### config.mk
export PLATFORM = sky130hd
export DESIGN_NAME = axi_test_ctrl
export DESIGN_NICKNAME = d
export VERILOG_FILES = /design/src/rtl/axi_test_ctrl.sv
export SDC_FILE = /design/constraint.sdc
export NUM_CORES = 1
export LEC_CHECK = 0
export CORE_MARGIN = 2
export CORE_UTILIZATION = 42
export CTS_BUF_LIST = sky130_fd_sc_hd__clkbuf_16
export CTS_CLUSTER_DIAMETER = 100
export DETAILED_ROUTE_END_ITERATION = 7
export GPL_ROUTABILITY_DRIVEN = 0
export PLACE_DENSITY = 0.68
export SYNTH_ARGS = -nofsm -noshare
export SYNTH_HDL_FRONTEND = slang
export SYNTH_SLANG_ARGS = --single-unit
### constraint.sdc
create_clock -name ACLK -period 3.2 [get_ports ACLK]
set_clock_uncertainty 0.05 [all_clocks]
set_input_delay 0.48 -clock ACLK [delete_from_list [all_inputs] [get_ports ACLK]]
set_output_delay 0.48 -clock ACLK [all_outputs]
set_load 0.01 [all_outputs]
### src/rtl/axi_test_ctrl.sv
// axi_test_ctrl: AXI4-Lite test-control slave exposing TOHOST, SCRATCH and a cycle counter
// in a 16-byte window at base_addr. Optional feature macro: AXI_TEST_CTRL_CYCLE_EN
// (defined: 64-bit cycle counter with HI shadow; undefined: CYCLE_LO/CYCLE_HI read 0).
module axi_test_ctrl #(
    parameter logic [31:0] base_addr = 32'h0000_4000
) (
    input  logic        ACLK,
    input  logic        ARESETn,
    input  logic [31:0] M_AXI_ARADDR,
    input  logic [2:0]  M_AXI_ARSIZE,
    input  logic        M_AXI_ARVALID,
    output logic        M_AXI_ARREADY,
    output logic [31:0] M_AXI_RDATA,
    output logic [1:0]  M_AXI_RRESP,
    output logic        M_AXI_RVALID,
    input  logic        M_AXI_RREADY,
    input  logic [31:0] M_AXI_AWADDR,
    input  logic [2:0]  M_AXI_AWSIZE,
    input  logic        M_AXI_AWVALID,
    output logic        M_AXI_AWREADY,
    input  logic [31:0] M_AXI_WDATA,
    input  logic [3:0]  M_AXI_WSTRB,
    input  logic        M_AXI_WVALID,
    output logic        M_AXI_WREADY,
    output logic [1:0]  M_AXI_BRESP,
    output logic        M_AXI_BVALID,
    input  logic        M_AXI_BREADY,
    output logic        test_done,
    output logic        test_pass,
    output logic [30:0] fail_code
);
    localparam int unsigned DW = 32;
    localparam int unsigned SW = DW / 8;
    localparam logic [1:0] RESP_OKAY   = 2'b00;
    localparam logic [1:0] RESP_SLVERR = 2'b10;
    localparam logic [1:0] RESP_DECERR = 2'b11;
    localparam logic [2:0] MAX_SIZE    = 3'd2;

    typedef enum logic {R_IDLE, R_RESP} r_state_e;
    typedef enum logic {W_IDLE, W_RESP} w_state_e;

    r_state_e        r_state_q, r_state_d;
    w_state_e        w_state_q, w_state_d;
    logic            arready_q, arready_d, rvalid_q, rvalid_d;
    logic [DW-1:0]   rdata_q, rdata_d;
    logic [1:0]      rresp_q, rresp_d;
    logic            awready_q, awready_d, wready_q, wready_d, bvalid_q, bvalid_d;
    logic [1:0]      bresp_q, bresp_d;
    logic            aw_got_q, aw_got_d, w_got_q, w_got_d;
    logic [31:2]     awaddr_q, awaddr_d;
    logic [2:0]      awsize_q, awsize_d;
    logic [DW-1:0]   wdata_q, wdata_d;
    logic [SW-1:0]   wstrb_q, wstrb_d;
    logic [DW-1:0]   tohost_q, tohost_d, scratch_q, scratch_d;
    logic            done_q, done_d, pass_q, pass_d;
    logic            ar_hs_c, rd_lo_c;
    logic [1:0]      rd_resp_c;
    logic [DW-1:0]   rd_data_c, cycle_lo_c, cycle_hi_c;
    logic            unused_addr_c;

    assign unused_addr_c = ^{M_AXI_ARADDR[1:0], M_AXI_AWADDR[1:0]};
    assign ar_hs_c       = M_AXI_ARVALID && arready_q;

`ifdef AXI_TEST_CTRL_CYCLE_EN
    logic [63:0]   cycle_q;
    logic [DW-1:0] shadow_q;

    // Free-running cycle counter; CYCLE_LO reads snapshot the upper word into the shadow.
    always_ff @(posedge ACLK or negedge ARESETn) begin
        if (!ARESETn) begin
            cycle_q  <= '0;
            shadow_q <= '0;
        end else begin
            cycle_q <= cycle_q + 64'd1;
            if (ar_hs_c && rd_lo_c) shadow_q <= cycle_q[63:32];
        end
    end

    assign cycle_lo_c = cycle_q[31:0];
    assign cycle_hi_c = shadow_q;
`else
    logic unused_cycle_c;
    assign unused_cycle_c = rd_lo_c;
    assign cycle_lo_c     = '0;
    assign cycle_hi_c     = '0;
`endif

    // Read decode of the current AR request against pre-write register values.
    always_comb begin
        rd_resp_c = RESP_OKAY;
        rd_data_c = '0;
        rd_lo_c   = 1'b0;
        if (M_AXI_ARADDR[31:4] != base_addr[31:4]) begin
            rd_resp_c = RESP_DECERR;
        end else if (M_AXI_ARSIZE > MAX_SIZE) begin
            rd_resp_c = RESP_SLVERR;
        end else begin
            case (M_AXI_ARADDR[3:2])
                2'd0:    rd_data_c = tohost_q;
                2'd1:    begin rd_data_c = cycle_lo_c; rd_lo_c = 1'b1; end
                2'd2:    rd_data_c = cycle_hi_c;
                default: rd_data_c = scratch_q;
            endcase
        end
    end

    // Read channel next-state and registered outputs.
    always_comb begin
        r_state_d = r_state_q;
        rvalid_d  = rvalid_q;
        rdata_d   = rdata_q;
        rresp_d   = rresp_q;
        case (r_state_q)
            R_IDLE: if (ar_hs_c) begin
                r_state_d = R_RESP;
                rvalid_d  = 1'b1;
                rdata_d   = rd_data_c;
                rresp_d   = rd_resp_c;
            end
            R_RESP: if (rvalid_q && M_AXI_RREADY) begin
                r_state_d = R_IDLE;
                rvalid_d  = 1'b0;
            end
            default: r_state_d = R_IDLE;
        endcase
        arready_d = (r_state_d == R_IDLE);
    end

    // Write channel capture, register update and response generation.
    always_comb begin
        w_state_d = w_state_q;
        bvalid_d  = bvalid_q;
        bresp_d   = bresp_q;
        aw_got_d  = aw_got_q;
        w_got_d   = w_got_q;
        awaddr_d  = awaddr_q;
        awsize_d  = awsize_q;
        wdata_d   = wdata_q;
        wstrb_d   = wstrb_q;
        tohost_d  = tohost_q;
        scratch_d = scratch_q;
        done_d    = done_q;
        pass_d    = pass_q;
        case (w_state_q)
            W_IDLE: begin
                if (aw_got_q && w_got_q) begin
                    w_state_d = W_RESP;
                    bvalid_d  = 1'b1;
                    bresp_d   = RESP_OKAY;
                    aw_got_d  = 1'b0;
                    w_got_d   = 1'b0;
                    if (awaddr_q[31:4] != base_addr[31:4]) begin
                        bresp_d = RESP_DECERR;
                    end else if (awsize_q > MAX_SIZE) begin
                        bresp_d = RESP_SLVERR;
                    end else begin
                        case (awaddr_q[3:2])
                            2'd0: begin
                                if (wstrb_q != 4'hF) begin
                                    bresp_d = RESP_SLVERR;
                                end else if ((wdata_q != '0) && !done_q) begin
                                    tohost_d = wdata_q;
                                    done_d   = 1'b1;
                                    pass_d   = (wdata_q == 32'd1);
                                end
                            end
                            2'd1, 2'd2: bresp_d = RESP_SLVERR;
                            default: begin
                                for (int i = 0; i < int'(SW); i++) begin
                                    if (wstrb_q[i]) scratch_d[8*i +: 8] = wdata_q[8*i +: 8];
                                end
                            end
                        endcase
                    end
                end else begin
                    if (M_AXI_AWVALID && awready_q) begin
                        aw_got_d = 1'b1;
                        awaddr_d = M_AXI_AWADDR[31:2];
                        awsize_d = M_AXI_AWSIZE;
                    end
                    if (M_AXI_WVALID && wready_q) begin
                        w_got_d = 1'b1;
                        wdata_d = M_AXI_WDATA;
                        wstrb_d = M_AXI_WSTRB;
                    end
                end
            end
            W_RESP: if (bvalid_q && M_AXI_BREADY) begin
                w_state_d = W_IDLE;
                bvalid_d  = 1'b0;
            end
            default: w_state_d = W_IDLE;
        endcase
        awready_d = (w_state_d == W_IDLE) && !aw_got_d;
        wready_d  = (w_state_d == W_IDLE) && !w_got_d;
    end

    // State and output registers, cleared asynchronously.
    always_ff @(posedge ACLK or negedge ARESETn) begin
        if (!ARESETn) begin
            r_state_q <= R_IDLE;
            arready_q <= 1'b0;
            rvalid_q  <= 1'b0;
            rdata_q   <= '0;
            rresp_q   <= '0;
            w_state_q <= W_IDLE;
            awready_q <= 1'b0;
            wready_q  <= 1'b0;
            bvalid_q  <= 1'b0;
            bresp_q   <= '0;
            aw_got_q  <= 1'b0;
            w_got_q   <= 1'b0;
            awaddr_q  <= '0;
            awsize_q  <= '0;
            wdata_q   <= '0;
            wstrb_q   <= '0;
            tohost_q  <= '0;
            scratch_q <= '0;
            done_q    <= 1'b0;
            pass_q    <= 1'b0;
        end else begin
            r_state_q <= r_state_d;
            arready_q <= arready_d;
            rvalid_q  <= rvalid_d;
            rdata_q   <= rdata_d;
            rresp_q   <= rresp_d;
            w_state_q <= w_state_d;
            awready_q <= awready_d;
            wready_q  <= wready_d;
            bvalid_q  <= bvalid_d;
            bresp_q   <= bresp_d;
            aw_got_q  <= aw_got_d;
            w_got_q   <= w_got_d;
            awaddr_q  <= awaddr_d;
            awsize_q  <= awsize_d;
            wdata_q   <= wdata_d;
            wstrb_q   <= wstrb_d;
            tohost_q  <= tohost_d;
            scratch_q <= scratch_d;
            done_q    <= done_d;
            pass_q    <= pass_d;
        end
    end

    assign M_AXI_ARREADY = arready_q;
    assign M_AXI_RVALID  = rvalid_q;
    assign M_AXI_RDATA   = rdata_q;
    assign M_AXI_RRESP   = rresp_q;
    assign M_AXI_AWREADY = awready_q;
    assign M_AXI_WREADY  = wready_q;
    assign M_AXI_BVALID  = bvalid_q;
    assign M_AXI_BRESP   = bresp_q;
    assign test_done     = done_q;
    assign test_pass     = pass_q;
    assign fail_code     = tohost_q[31:1];

endmodule

==> flow_summary.json <==
{
  "track_usage_pct": 18.6,
  "synthArstFlopShare_pct": 100,
  "cp_slowest_cell": "or4_1",
  "leakagePower_nw": 4.27,
  "reg2reg_from": "wdata_q[22]",
  "drt_iter0_drc": 232,
  "drt_wl_total_um": 17400,
  "wl_met1_um": 7370,
  "slew_violations": 0,
  "power.net_switching_mw": 1.81,
  "tightest_slew_ps": 715,
  "r2r_slack_ps": 580,
  "viasPerCell": 5.27,
  "yosys.area.top_type": "dfrtp_1",
  "comb_power_share_pct": 18.0,
  "power_density_nw_per_um2": 630,
  "grt_max_degree": 79,
  "hold_viol": 0,
  "peakVddDrop_v": 0.000382,
  "clk_pin_slew_ps": 70,
  "critical_path_class": "flop to flop",
  "p_int_mw": 4.45,
  "outcome": "finished clean",
  "drc": 0,
  "fin_setup_tns_ps": 0,
  "synth_top_cell_area_share_pct": 59.7,
  "syn_avg_cell_area_sq_um": 13.7,
  "final_nets": 821,
  "dpl.hpwl_um": 12100,
  "fin_area_sq_um": 9930,
  "grt_first_pass_wirelength_um": 28100,
  "die_area_sq_um": 19100,
  "period_minus_slack_ps": 2620,
  "total_power_mw": 6.25,
  "cts_setup_buffers": 0,
  "rr_endpoint": "tohost_q[5]",
  "die_w_um": 138,
  "worstSkewPairLatency_ps": 430,
  "synthesis.area_sq_um": 7540,
  "period_share_pct": 81.8,
  "start_util_pct": 42.4,
  "cp.required_ps": 3460,
  "synth-seq-cells": 180,
  "wl_met2_um": 8520,
  "worstPathMaxFanout": 26,
  "cts_hold_buf": 0,
  "holdWs_ps": 27.1,
  "routed-via-count": 4993,
  "io_buffer_count": 182,
  "first_pass_iters": 4,
  "startpoint_type": "flop",
  "antenna_found_initial": 0,
  "numClockSinks": 180,
  "wl_per_cell_um": 18.3,
  "grt_overflow": 0,
  "ioPinCount": 187,
  "rsz0062_at_grt": "no",
  "synth.distinct_cells": 36,
  "detail-route-antenna-nets": 0,
  "core_sq_um": 17800,
  "yosysSeqAreaShare_pct": 59.7,
  "path_cells": "or4_1 > nor4_1 > nand4_1 > o211a_2 > buf_12 > mux2_4",
  "max-cap-violations": 0,
  "final_cell_mix": "clkdlybuf4s50_1 (181), dfrtp_1 (180), mux2_2 (102), nand2_1 (38), o21ai_0 (34)",
  "grt_pass1_vias": 5284,
  "cts_inserted_buffers": 17,
  "p_seq_share_pct": 51.1,
  "clock_path_buffers": 2,
  "layout_commonest_cell": "clkdlybuf4s50_1",
  "synth_nets": 666,
  "finalSetupViolCount": 0,
  "cp-end-kind": "flop",
  "cts_tree": "built",
  "netlist_instances": 551,
  "clkPwrFrac_pct": 31.0,
  "rr_worst_depth": 6,
  "hp-class": "primary input to asynchronous set/reset pin",
  "synth_area_leaders": "dfrtp_1 (60%), mux2_2 (15%), mux2_4 (5.8%)",
  "htree_num_levels": 4,
  "ctsRootBufferMaster": "clkbuf_16",
  "antennaDiodeCount": 0,
  "cp_data_arrival_time_ps": 2880,
  "fillCellCount": 1461,
  "die-height_um": 138,
  "syn_to_final_growth_pct": 31.6,
  "rows": 49,
  "ys_warn_count": 0,
  "slowest_delay_ps": 520,
  "relSlewSlack_pct": 52.3,
  "synth_flop_cell": "dfrtp_1",
  "placed_area_sq_um": 9380,
  "synth-edff-count": 0,
  "cts_resized": 0,
  "wl_met3_um": 1180,
  "fmax_mhz": 382,
  "highest_layer": "met4",
  "drive_above_1_share_pct": 25.7,
  "swShare_pct": 28.9
}
## area by class of cell
type | count | area [sq um] | area share [%]
flip-flops and latches | 180 | 4500 | 45.4
multi-input cells | 308 | 2640 | 26.6
repair buffers | 193 | 1930 | 19.4
clock buffers | 17 | 425 | 4.28
well taps | 229 | 287 | 2.89
clock inverters | 15 | 121 | 1.22
inverters | 6 | 22.5 | 0.227
## worst max-delay path: cells and delay by family (launching register included)
family                 cells  cell delay [ps]
flip-flops                 1              410
buffers and inverters      1              240
AO/OA/AOI/OAI              1              400
AND/OR/NAND/NOR            3             1070
multiplexers               1              320
## worst max-delay path by stage
stage,slack (ps),startpoint,cells past startpoint,to
finish,580,wdata_q[22],6,tohost_q[5]
CTS,590,wdata_q[22],6,tohost_q[9]
global placement,590,awaddr_q[5],6,tohost_q[10]
detailed placement,590,wdata_q[22],6,tohost_q[5]
floorplan,960,awaddr_q[16],7,tohost_q[0]
global route,410,wdata_q[22],6,tohost_q[15]
## per-layer routing
metal / track usage [%] / up-vias
met2: 30.6 / 157
li1: - / 2264
met3: 5.61 / 20
met5: 0 / -
met1: 23.2 / 2552
met4: 6.82 / 0
## cells by family (layout without fill, tap and decap cells)
kind of cell,count (synthesis),count (layout),share of synthesized area [%]
AND/OR/NAND/NOR,92,92,6.70
buffers and inverters,63,231,5.42
flip-flops,180,180,59.7
AO/OA/AOI/OAI,83,83,6.85
adder cells (fa/ha/maj),2,2,0.332
multiplexers,131,131,21.0
## synthesized netlist by cell type (2+ instances only)
library cell	instances
a21oi_1	7
a22oi_1	32
a31oi_1	5
and3_1	2
buf_1	2
buf_12	3
buf_4	31
clkbuf_1	20
dfrtp_1	180
ha_1	2
inv_1	6
mux2_2	102
mux2_4	29
nand2_1	38
nand3_1	3
nand3_2	4
nand4_1	5
nor2_1	11
nor4_1	18
o21a_1	2
o21ai_0	34
## power by group through the flow
stage	clock, mW	sequential, mW	combinational, mW
after global placement	0	3.19	1.09
after floorplan	0	3.11	0.707
after global routing	2.08	3.27	1.24
after detailed placement	0	3.24	1.14
after CTS	1.99	3.20	1.14
final	1.94	3.20	1.12
## through the flow
| stage | cells | utilization, % | setup slack, ps |
|---|---|---|---|
| 3_5_place_dp | 916 | 52.8 | 593 |
| 3_3_place_gp | 916 | 52.8 | 590 |
| 2_1_floorplan | 551 | - | 961 |
| 6_report | 948 | 55.8 | 582 |
| 5_1_grt | 948 | 55.8 | 413 |
| 4_1_cts | 948 | 55.8 | 586 |
## state kept, by name, summed over array words and instances (netlist names), 2 cells and up
name         count
M_AXI_RRESP      2
tohost_q        32
wstrb_q          4
scratch_q       32
wdata_q         32
M_AXI_RDATA     32
M_AXI_BRESP      2
awsize_q         3
awaddr_q        30
Power figures use the tool's default switching activity.
